## src/rtl/lm32_dtlb_walker.sv

```systemverilog
// Two-level page-table walker that refills the LM32 data TLB over a Wishbone
// master port. Faults are reported as a one-cycle pulse with a cause code.
module lm32_dtlb_walker #(
  parameter int timeout_cycles = 256
) (
  input  logic        clk_i,
  input  logic        rst_i,
  input  logic        enable,
  input  logic [31:0] pt_base,
  input  logic        miss,
  input  logic [31:0] miss_vaddr,
  input  logic        miss_store,
  output logic [31:0] dw_adr_o,
  output logic        dw_cyc_o,
  output logic        dw_stb_o,
  output logic [3:0]  dw_sel_o,
  output logic        dw_we_o,
  input  logic [31:0] dw_dat_i,
  input  logic        dw_ack_i,
  input  logic        dw_err_i,
  output logic        tlb_update,
  output logic [31:0] tlb_vaddr,
  output logic [31:0] tlb_paddr,
  output logic        busy,
  output logic        fault,
  output logic [1:0]  fault_cause,
  output logic [31:0] fault_vaddr
);

  localparam int CW = $clog2(timeout_cycles + 1);

  typedef enum logic [2:0] {IDLE, FETCH_PDE, FETCH_PTE, UPDATE, FAULT} state_t;

  state_t        state_q, state_d;
  logic [31:0]   vaddr_q;
  logic          store_q;
  logic [19:0]   pd_base_q, table_base_q, pte_q;
  logic [1:0]    cause_q, cause_d;
  logic          gap_q;
  logic [CW-1:0] cnt_q;
  logic          bus_active, timed_out;

  // Bus handshake: cyc/stb stay high for a whole fetch until ack, err or the
  // timeout cycle; err beats ack, and ack on the timeout cycle still counts.
  // gap_q holds the bus idle for one cycle between the PDE and PTE fetches.
  assign bus_active = (state_q == FETCH_PDE) || (state_q == FETCH_PTE && !gap_q);
  assign timed_out  = (cnt_q == CW'(timeout_cycles - 1));

  always_comb begin
    state_d = state_q;
    cause_d = cause_q;
    case (state_q)
      IDLE: if (enable && miss) state_d = FETCH_PDE;
      FETCH_PDE: begin
        if (dw_err_i) begin
          state_d = FAULT; cause_d = 2'b11;
        end else if (dw_ack_i) begin
          if (!dw_dat_i[0]) begin
            state_d = FAULT; cause_d = 2'b01;
          end else begin
            state_d = FETCH_PTE;
          end
        end else if (timed_out) begin
          state_d = FAULT; cause_d = 2'b11;
        end
      end
      FETCH_PTE: begin
        if (bus_active) begin
          if (dw_err_i) begin
            state_d = FAULT; cause_d = 2'b11;
          end else if (dw_ack_i) begin
            if (!dw_dat_i[0]) begin
              state_d = FAULT; cause_d = 2'b01;
            end else if (store_q && !dw_dat_i[1]) begin
              state_d = FAULT; cause_d = 2'b10;
            end else begin
              state_d = UPDATE;
            end
          end else if (timed_out) begin
            state_d = FAULT; cause_d = 2'b11;
          end
        end
      end
      UPDATE:  state_d = IDLE;
      FAULT:   state_d = IDLE;
      default: state_d = IDLE;
    endcase
  end

  always_ff @(posedge clk_i) begin
    if (rst_i) begin
      state_q      <= IDLE;
      vaddr_q      <= '0;
      store_q      <= 1'b0;
      pd_base_q    <= '0;
      table_base_q <= '0;
      pte_q        <= '0;
      cause_q      <= 2'b00;
      gap_q        <= 1'b0;
      cnt_q        <= '0;
    end else begin
      state_q <= state_d;
      cause_q <= cause_d;
      gap_q   <= (state_q == FETCH_PDE) && (state_d == FETCH_PTE);
      cnt_q   <= (bus_active && state_d == state_q) ? cnt_q + CW'(1) : '0;
      if (state_q == IDLE && state_d == FETCH_PDE) begin
        vaddr_q   <= miss_vaddr;
        store_q   <= miss_store;
        pd_base_q <= pt_base[31:12];
      end
      if (state_q == FETCH_PDE && state_d == FETCH_PTE) table_base_q <= dw_dat_i[31:12];
      if (state_q == FETCH_PTE && state_d == UPDATE)    pte_q        <= dw_dat_i[31:12];
    end
  end

  always_comb begin
    dw_adr_o = 32'h0;
    if (state_q == FETCH_PDE)  dw_adr_o = {pd_base_q, vaddr_q[31:22], 2'b00};
    else if (bus_active)       dw_adr_o = {table_base_q, vaddr_q[21:12], 2'b00};
  end

  assign dw_cyc_o    = bus_active;
  assign dw_stb_o    = bus_active;
  assign dw_sel_o    = bus_active ? 4'hF : 4'h0;
  assign dw_we_o     = 1'b0;
  assign busy        = (state_q != IDLE);
  assign tlb_update  = (state_q == UPDATE);
  assign tlb_vaddr   = tlb_update ? {vaddr_q[31:12], 12'h0} : 32'h0;
  assign tlb_paddr   = tlb_update ? {pte_q, 12'h0} : 32'h0;
  assign fault       = (state_q == FAULT);
  assign fault_cause = fault ? cause_q : 2'b00;
  assign fault_vaddr = fault ? vaddr_q : 32'h0;

  logic unused_bits;
  assign unused_bits = &{1'b0, pt_base[11:0], dw_dat_i[11:2]};

endmodule

```

## config.mk

```make
export PLATFORM = sky130hd
export DESIGN_NAME = lm32_dtlb_walker
export DESIGN_NICKNAME = d
export VERILOG_FILES = /design/src/rtl/lm32_dtlb_walker.sv
export SDC_FILE = /design/constraint.sdc
export NUM_CORES = 1
export LEC_CHECK = 0
export CAP_MARGIN = 20
export CORE_MARGIN = 8
export CORE_UTILIZATION = 41
export CTS_CLUSTER_DIAMETER = 80
export CTS_CLUSTER_SIZE = 25
export DETAILED_ROUTE_END_ITERATION = 10
export PLACE_DENSITY_LB_ADDON = 0.08
export SYNTH_ARGS = -nofsm -noshare
export SYNTH_HDL_FRONTEND = slang
export SYNTH_SLANG_ARGS = --single-unit
```

## constraint.sdc

```tcl
create_clock -name clk_i -period 2.4 [get_ports clk_i]
set_input_delay 0.6 -clock clk_i [delete_from_list [all_inputs] [get_ports clk_i]]
set_output_delay 0.6 -clock clk_i [all_outputs]
set_load 0.1 [all_outputs]
```

==> summary.txt, run 1 <==
Run status
  – Status: completed

Floorplan
  – I/O pin total: 243
  – Site Rows: 40
  – Die Wd: 127 µm
  – Vert. Die Dim: 127 µm
  – Initial Util: 0.421
  – Total core area: 12,000 µm²
  – DIE AREA: 16,100 µm²

Cells and area
  – Area Overhead vs Synth: 73.8%
  – Layout cells sized above 1: 0.298
  – Final Net Count: 935
  – Final Util: 0.731
  – Fill cell count: 878
  – Diodes inserted: 0

STA
  – Final setup margin: 0.00813 ns
  – Slew Viols, Final: 0
  – Pin slew with the least headroom to its limit: 0.520 ns
  – Finish-stage setup viols: 0
  – Slew margin rel.: 0.653
  – RSZ-0062 raised after global routing: true
  – Final Cycle Share: 0.997
  – Final Hold Fails: 0
  – Post-layout min period: 2.39 ns
  – FMAX: 418 MHz
  – Final clock skew: 0.00888 ns

Worst setup path
  – Critical Path RT: 1.80 ns
  – WP buf/inv: 3
  – FF-to-FF End: cnt_q[6]
  – Worst-path cell chain: nor4b_4 > buf_4 > clkbuf_16 > a22o_2 > buf_12
  – Worst stage delay on the critical path: 0.40 ns
  – Worst reg2reg path depth: 7
  – CP top delay family: buffers and inverters
  – Slowest cell on crit path: dfxtp_4
  – Crit path max fanout: 15
  – CP Capture Type: primary output
  – WP data arrival: 1.79 ns
  – Crit Path Class: register to primary output
  – R2r startpoint: cnt_q[0]
  – CP Launch Type: register
  – Reg-to-reg slack, setup: 0.14 ns

Pwr
  – Sw frac: 0.306
  – P_leak: 3.35 nW
  – Sequential Power Share: 0.455
  – Clock power share: 0.363
  – PwrDens: 471 nW/µm²
  – Peak supply drop: 0.470 mV
  – NetSw: 1.27 mW
  – Internal power: 2.87 mW
  – Logic pwr share: 0.183
  – Total Power: 4.14 mW

Drt
  – DR vias/cell: 5.17
  – Initial DRT Pass Iterations: 5
  – # DRC: 0
  – Final ANT Viol Nets: 0
  – WL final: 18,200 µm
  – WL/cell: 18.5 µm
  – Routed vias: 5,075
  – DRT iter0 DRCs: 359

Hold path
  – Hold/Removal Path Class: register to register
  – Worst Hold End: vaddr_q[9]
  – Min-delay src: vaddr_q[9]
  – Hold Path Cell Cnt: 2

Synth
  – Area of the mapped netlist: 5050 µm²
  – Synth cell types: 45
  – Mean Syn Cell Area: 7.75 µm²
  – Post-synth EDFFs: 0
  – Top cell type by total area after synthesis: dfxtp_1
  – Synth Flop Type: dfxtp_1
  – Synth top area share: 0.428
  – YS warnings: 0
  – Register area share after synthesis: 0.428
  – Top cells by area, synth: dfxtp_1, nand2_1, a21oi_1
  – Syn Inst Count: 652
  – Synth Register Bits: 108
  – Asr flop ratio synth: 0

Run
  – Maxcap violations: 0

Placed design
  – Placer Congestion: 0.871
  – PortBufs: 193
  – Post-DP HPWL: 13,000 µm
  – Post-place setup slack: -0.0285 ns

Clock tree
  – Clock transition at the registers of the reported paths: 0.08 ns
  – Worst skew pair latency: 0.36 ns
  – CTS Buf Count: 9
  – Clock root cell: clkbuf_16
  – H-tree levels: 3
  – Clock Sinks: 108
  – TritonCTS clock tree: built
  – # hold bufs at CTS: 0
  – Clock tree buffer depth: 2

GRT
  – Largest net degree at the start of global routing: 54
  – Vias in the first global route: 4,907
  – First-pass GRT wire length: 27,300 µm
  – Initial antenna violation count: 0
  – Overflow after GRT: 0
  – Global-route usage over all layers: 0.213
[area by class of cell]
class	count	area, µm²	area share
clock buffers	11	253	0.0288
flip-flops and latches	108	2170	0.247
multi-input cells	487	2750	0.313
well taps	147	184	0.0209
clock inverters	5	43.8	0.00499
inverters	3	11.3	0.00128
repair buffers	221	3370	0.384
[tightest hold or removal path: stages (launching register included)]
cell     delay [ns]
dfxtp_1        0.31
nand2_1        0.05
a21oi_1        0.05
[state kept, by name, indices dropped and copies added (netlist names)]
register	count
vaddr_q	32
pd_base_q	20
pte_q	20
table_base_q	20
cnt_q	9
state_q	3
cause_q	2
gap_q	1
store_q	1
[per-layer routing]
layer | wire (µm) | share of wire | GRT usage | up-vias
li1 | - | - | - | 2447
met1 | 7090 | 0.39 | 0.241 | 2426
met2 | 9750 | 0.54 | 0.386 | 177
met3 | 1070 | 0.059 | 0.0503 | 25
met4 | 303 | 0.017 | 0.0651 | 0
met5 | 0 | 0 | 0 | -
[cells by family after synthesis]
group,share of synthesized area
simple gates,0.296
buf+inv,0.0911
flops,0.428
mux,0.00198
compound gates,0.167
other cells,0.000742
xor+xnor,0.0104
fa+ha+maj,0.00495
[power groups by stage]
stage / combinational [mW] / clock (mW) / sequential, mW
2_1_floorplan: 0.501 / 0 / 1.91
3_3_place_gp: 0.716 / 0 / 1.92
3_5_place_dp: 0.724 / 0 / 1.92
4_1_cts: 0.742 / 1.51 / 1.88
5_1_grt: 0.789 / 1.58 / 1.89
6_report: 0.756 / 1.50 / 1.88
[layout by cell type (no fill, tap or decap), types with 3 or more instances in the layout]
| master | instances |
|---|---|
| clkdlybuf4s50_1 | 79 |
| buf_12 | 118 |
| and2_1 | 31 |
| buf_4 | 18 |
| clkbuf_16 | 11 |
| conb_1 | 27 |
| nor2_1 | 8 |
| a22o_2 | 23 |
| and2_4 | 15 |
| inv_1 | 3 |
| dfxtp_4 | 3 |
| nor3_1 | 10 |
| xor2_1 | 5 |
| dfxtp_1 | 105 |
| nand2_1 | 190 |
| a21oi_1 | 96 |
| and2_2 | 28 |
| a22o_4 | 7 |
| nand3_1 | 3 |
| nand3b_1 | 4 |
[what timing repair did]
action / in CTS / in global routing
setup buffers: 3 / 7
pin swaps: 1 / 1
gates resized for setup: 10 / 11
gates cloned: 1 / 2
hold endpoints to repair: 0 / 0
setup endpoints to repair: 112 / 38
[worst max path at each step]
stage               startpoint               end  slack (ns)  cells after the start
detailed placement    dw_ack_i          cnt_q[6]       -0.03                      5
CTS                 state_q[2]      dw_adr_o[22]       0.004                      6
global placement      dw_ack_i  table_base_q[16]        0.07                      5
finish              state_q[0]       dw_adr_o[7]       0.008                      5
global route        state_q[0]       dw_adr_o[7]       -0.02                      5
floorplan           state_q[2]   fault_vaddr[22]       -0.22                      4
[through the flow]
| step | hold WS [ns] | setup TNS (ns) | instance area [µm²] | instances |
|---|---|---|---|---|
| after global routing | 0.473 | -0.133 | 8780 | 982 |
| final | 0.449 | 0 | 8780 | 982 |
| after floorplan | 0.429 | -1.09 | 5270 | 678 |
| after global placement | 0.438 | 0 | 8270 | 954 |
| after detailed placement | 0.444 | -0.103 | 8270 | 954 |
| after CTS | 0.454 | 0 | 8640 | 974 |
[Yosys cell counts, types with 2 or more instances]
library cell	count
a21oi_1	96
a22o_1	31
a311oi_1	2
and2_1	74
and3b_1	2
and4_1	2
buf_2	8
buf_4	33
buf_6	2
clkbuf_1	36
dfxtp_1	108
ha_1	2
inv_1	3
nand2_1	191
nand2b_1	2
nand3_1	3
nand3b_1	4
nor2_1	8
nor3_1	11
nor3b_1	2
or2_2	2
or3_1	3
xor2_1	5
Note: power is estimated with default switching activity, not from simulation.
==> inputs of run 2 (changes only) <==
CAP_MARGIN = unset   (was 20)
PLACE_DENSITY = 0.87   (was unset)
PLACE_DENSITY_LB_ADDON = unset   (was 0.08)
==> summary.txt, run 2 (synthesis gave the netlist of run 1 again) <==
Run status
  – Status: completed

GRT
  – Overflow after GRT: 0
  – First-pass GRT wire length: 27,100 µm
  – Global-route usage over all layers: 0.213
  – Initial antenna violation count: 0
  – Largest net degree at the start of global routing: 55
  – Vias in the first global route: 4,884

Clock tree
  – Clock root cell: clkbuf_16
  – CTS Buf Count: 9
  – Clock transition at the registers of the reported paths: 0.08 ns
  – Worst skew pair latency: 0.35 ns
  – Clock Sinks: 108
  – Clock tree buffer depth: 2
  – TritonCTS clock tree: built
  – Post-CTS Setup Bufs: 0
  – H-tree levels: 3

Cells and area
  – Max reg flops: 32
  – Sequential cell area: 2170 µm²
  – Layout cells sized above 1: 0.289
  – Area Overhead vs Synth: 71.5%
  – Final Net Count: 924
  – Commonest non-fill, non-tap cell in the layout: nand2_1
  – Area occupied by multi-input gates: 2690 µm²
  – Final Util: 0.721
  – Diodes inserted: 0
  – Non-Filler Cell Area, Final: 8660 µm²
  – Top reg by flops: vaddr_q
  – Fill cell count: 826
  – Commonest non-fill, non-tap cells in the layout: nand2_1, buf_12, dfxtp_1

Hold path
  – Hold/Removal Path Class: register to register
  – Hold Path Cell Cnt: 2
  – Worst Hold End: pte_q[0]
  – Min-delay src: pte_q[0]

STA
  – Post-layout min period: 2.36 ns
  – Finish-stage setup viols: 0
  – Final clock skew: 0.00963 ns
  – Final Hold Fails: 0
  – FMAX: 424 MHz
  – Slew Viols, Final: 0
  – Final Cycle Share: 0.984
  – RSZ-0062 raised after global routing: false

Drt
  – Initial DRT Pass Iterations: 5
  – Final ANT Viol Nets: 0
  – DRT iter0 DRCs: 410
  – WL final: 17,500 µm
  – Routed vias: 5,032
  – DR vias/cell: 5.18
  – WL/cell: 18.0 µm
  – # DRC: 0

Floorplan
  – DIE AREA: 16,100 µm²
  – I/O pin total: 243
  – Vert. Die Dim: 127 µm
  – Total core area: 12,000 µm²
  – Site Rows: 40
  – Initial Util: 0.421
  – Die Wd: 127 µm

Run
  – Maxcap violations: 0

Worst setup path
  – Worst reg2reg path depth: 7
  – Worst-path cell chain: or3b_2 > nand2_8 > buf_12
  – WP data arrival: 1.76 ns
  – Crit Path Class: register to primary output
  – Worst stage delay on the critical path: 0.58 ns
  – FF-to-FF End: cnt_q[7]
  – CP Capture Type: primary output
  – R2r startpoint: cnt_q[0]
  – Crit path max fanout: 11
  – Slowest cell on crit path: or3b_2
  – CP Launch Type: register
  – Reg-to-reg slack, setup: 0.24 ns
  – Critical Path RT: 1.80 ns

Placed design
  – Placer Congestion: 0.851
  – Placed cell area: 8310 µm²
  – PortBufs: 193
  – Post-DP HPWL: 12,900 µm

Pwr
  – Sw frac: 0.286
  – Internal power: 3.04 mW
  – Peak supply drop: 0.324 mV
  – P_leak: 3.26 nW
  – Sequential Power Share: 0.442
  – PwrDens: 492 nW/µm²
  – Clock power share: 0.386
  – NetSw: 1.22 mW
  – Logic pwr share: 0.172
## run 2: cell type report
cell class | instances | area share
clock buffer | 10 | 0.0276
clock inverter | 6 | 0.0110
inverter | 3 | 0.00130
multi-input combinational | 487 | 0.310
sequential | 108 | 0.250
tap | 147 | 0.0212
timing repair buffer | 210 | 0.378
## run 2: power by group through the flow
stage	sequential (mW)	clock (mW)	combinational, mW
after floorplan	1.91	0	0.501
after global placement	1.92	0	0.717
after detailed placement	1.92	0	0.726
after CTS	1.88	1.69	0.732
after global routing	1.89	1.76	0.769
final	1.88	1.65	0.731
## run 2: timing repair
| action | CTS | global route |
|---|---|---|
| hold buffers | 0 | 0 |
| setup endpoints to repair | 101 | 0 |
| gates resized for setup | 6 | 0 |
## run 2: worst max-delay path, delay by kind of cell, from the launching register on
family	cells	cell delay [ns]
and+or+nand+nor	2	0.77
DFF	1	0.44
buffers and inverters	1	0.19
## run 2: per-layer routing
metal / vias to the layer above / part of all wire / GRT usage
li1: 2433 / - / -
met1: 2364 / 0.39 / 0.245
met2: 193 / 0.50 / 0.352
met3: 42 / 0.078 / 0.0628
met4: 0 / 0.039 / 0.109
met5: - / 0 / 0
## run 2: metrics by stage
| step | worst slack (ns) | TNS [ns] | instances | hold slack (ns) | power [mW] |
|---|---|---|---|---|---|
| finish | 0.0388 | 0 | 971 | 0.451 | 4.26 |
| CTS | 0.0293 | 0 | 971 | 0.454 | 4.30 |
| global placement | 0.0880 | 0 | 955 | 0.437 | 2.64 |
| floorplan | -0.217 | -1.09 | 678 | 0.429 | 2.41 |
| detailed placement | 0.0169 | 0 | 955 | 0.442 | 2.65 |
| global route | 0.00586 | 0 | 971 | 0.474 | 4.42 |
## run 2: worst max path at each step
stage	start	end	slack, ns	cells after the start
floorplan	state_q[2]	fault_vaddr[22]	-0.22	4
global placement	dw_ack_i	cnt_q[6]	0.09	5
detailed placement	dw_ack_i	cnt_q[7]	0.02	5
CTS	state_q[0]	dw_sel_o[1]	0.03	3
global route	state_q[0]	dw_sel_o[0]	0.006	3
finish	state_q[0]	dw_sel_o[2]	0.04	3
==> inputs of run 3 (changes only) <==
RECOVER_POWER = 25   (was unset)
SKIP_CTS_REPAIR_TIMING = 1   (was unset)
==> summary.txt, run 3 (synthesis gave the netlist of run 1 again) <==
Hold path
  – Hold/Removal Path Class: register to register

Run status
  – Status: completed

Placed design
  – Placer Congestion: 0.851
  – PortBufs: 193
  – Post-DP HPWL: 12,900 µm
  – DP Cell Count: 955

Clock tree
  – Worst skew pair latency: 0.35 ns
  – CTS Buf Count: 9
  – TritonCTS clock tree: built
  – Clock transition at the registers of the reported paths: 0.08 ns
  – Clock Sinks: 108
  – Clock tree buffer depth: 2
  – H-tree levels: 3
  – Clock root cell: clkbuf_16

Floorplan
  – Total core area: 12,000 µm²
  – DIE AREA: 16,100 µm²
  – Die Wd: 127 µm
  – I/O pin total: 243
  – Site Rows: 40
  – Initial Util: 0.421
  – Vert. Die Dim: 127 µm

Worst setup path
  – Slowest cell on crit path: or3b_2
  – CP Launch Type: register
  – WP data arrival: 1.76 ns
  – Critical Path RT: 1.80 ns
  – Worst stage delay on the critical path: 0.58 ns
  – Crit Path Class: register to primary output
  – CP Capture Type: primary output
  – Worst-path cell chain: or3b_2 > nand2_8 > buf_12
  – Crit path max fanout: 11

Cells and area
  – Commonest non-fill, non-tap cells in the layout: nand2_1, buf_12, dfxtp_1
  – Fin cells: 971
  – Diodes inserted: 0
  – Final Net Count: 924
  – Max reg flops: 32
  – Layout cells sized above 1: 0.289
  – Commonest non-fill, non-tap cell in the layout: nand2_1
  – Area Overhead vs Synth: 71.2%
  – Top reg by flops: vaddr_q

Drt
  – WL/cell: 18.0 µm
  – Initial DRT Pass Iterations: 4
  – Final ANT Viol Nets: 0
  – Routed vias: 5,019
  – WL final: 17,500 µm
  – DR vias/cell: 5.17
  – # DRC: 0
  – DRT iter0 DRCs: 334

STA
  – Final Cycle Share: 0.985
  – Final Hold Fails: 0
  – Finish-stage setup viols: 0
  – Slew margin rel.: 0.563
  – FMAX: 423 MHz
  – RSZ-0062 raised after global routing: false
  – Final clock skew: 0.0104 ns
  – Worst hold slack: 0.451 ns
  – Pin slew with the least headroom to its limit: 0.656 ns
  – Post-layout min period: 2.36 ns
  – Slew Viols, Final: 0

GRT
  – Global-route usage over all layers: 0.212
  – First-pass GRT wire length: 27,000 µm
  – Overflow after GRT: 0
  – Vias in the first global route: 4,874
  – Initial antenna violation count: 0
  – Largest net degree at the start of global routing: 55

Pwr
  – PwrDens: 493 nW/µm²
  – P_leak: 3.25 nW
  – Total Power: 4.26 mW
  – Peak supply drop: 0.323 mV

Run
  – Maxcap violations: 0
## run 3: per-layer routing
| metal | GRT usage | routed length [µm] | vias to the layer above |
|---|---|---|---|
| met1 | 0.246 | 6910 | 2355 |
| met5 | 0 | 0 | - |
| met2 | 0.352 | 8660 | 193 |
| li1 | - | - | 2432 |
| met4 | 0.106 | 654 | 0 |
| met3 | 0.0603 | 1290 | 39 |
## run 3: area by class of cell
cell class | count | area (µm²)
fillers | 827 | 3360
multi-input cells | 487 | 2690
flip-flops and latches | 108 | 2170
clock inverters | 6 | 95.1
inverters | 3 | 11.3
well taps | 147 | 184
clock buffers | 10 | 239
repair buffers | 210 | 3270
## run 3: metrics by stage
stage | utilization | worst slack, ns | setup TNS (ns) | area [µm²]
final | 0.720 | 0.0364 | 0 | 8650
after global routing | 0.720 | 0.00341 | 0 | 8650
after CTS | 0.720 | -0.227 | -10.14 | 8650
after detailed placement | 0.692 | 0.0169 | 0 | 8310
after global placement | 0.692 | 0.0880 | 0 | 8310
after floorplan | - | -0.217 | -1.09 | 5270
## run 3: worst paths after layout
path                            startpoint           to  slack, ns  cells after the start
worst max-delay path            state_q[0]  dw_sel_o[2]       0.04                      3
worst min-delay path              pte_q[0]     pte_q[0]       0.45                      2
worst max register to register    cnt_q[0]     cnt_q[7]       0.24                      7
worst min register to register    pte_q[0]     pte_q[0]       0.45                      2
## run 3: power breakdown
group | leakage (nW) | internal, mW | total, mW | switching [mW]
registers | 0.878 | 1.84 | 1.88 | 0.0424
clock network | 0.157 | 0.955 | 1.65 | 0.699
logic | 2.22 | 0.245 | 0.728 | 0.483
## run 3: critical path, delay by kind of cell, from the launching register on
family / cells / cell delay (ns)
flip-flops: 1 / 0.44
buffers and inverters: 1 / 0.19
AND/OR/NAND/NOR: 2 / 0.77
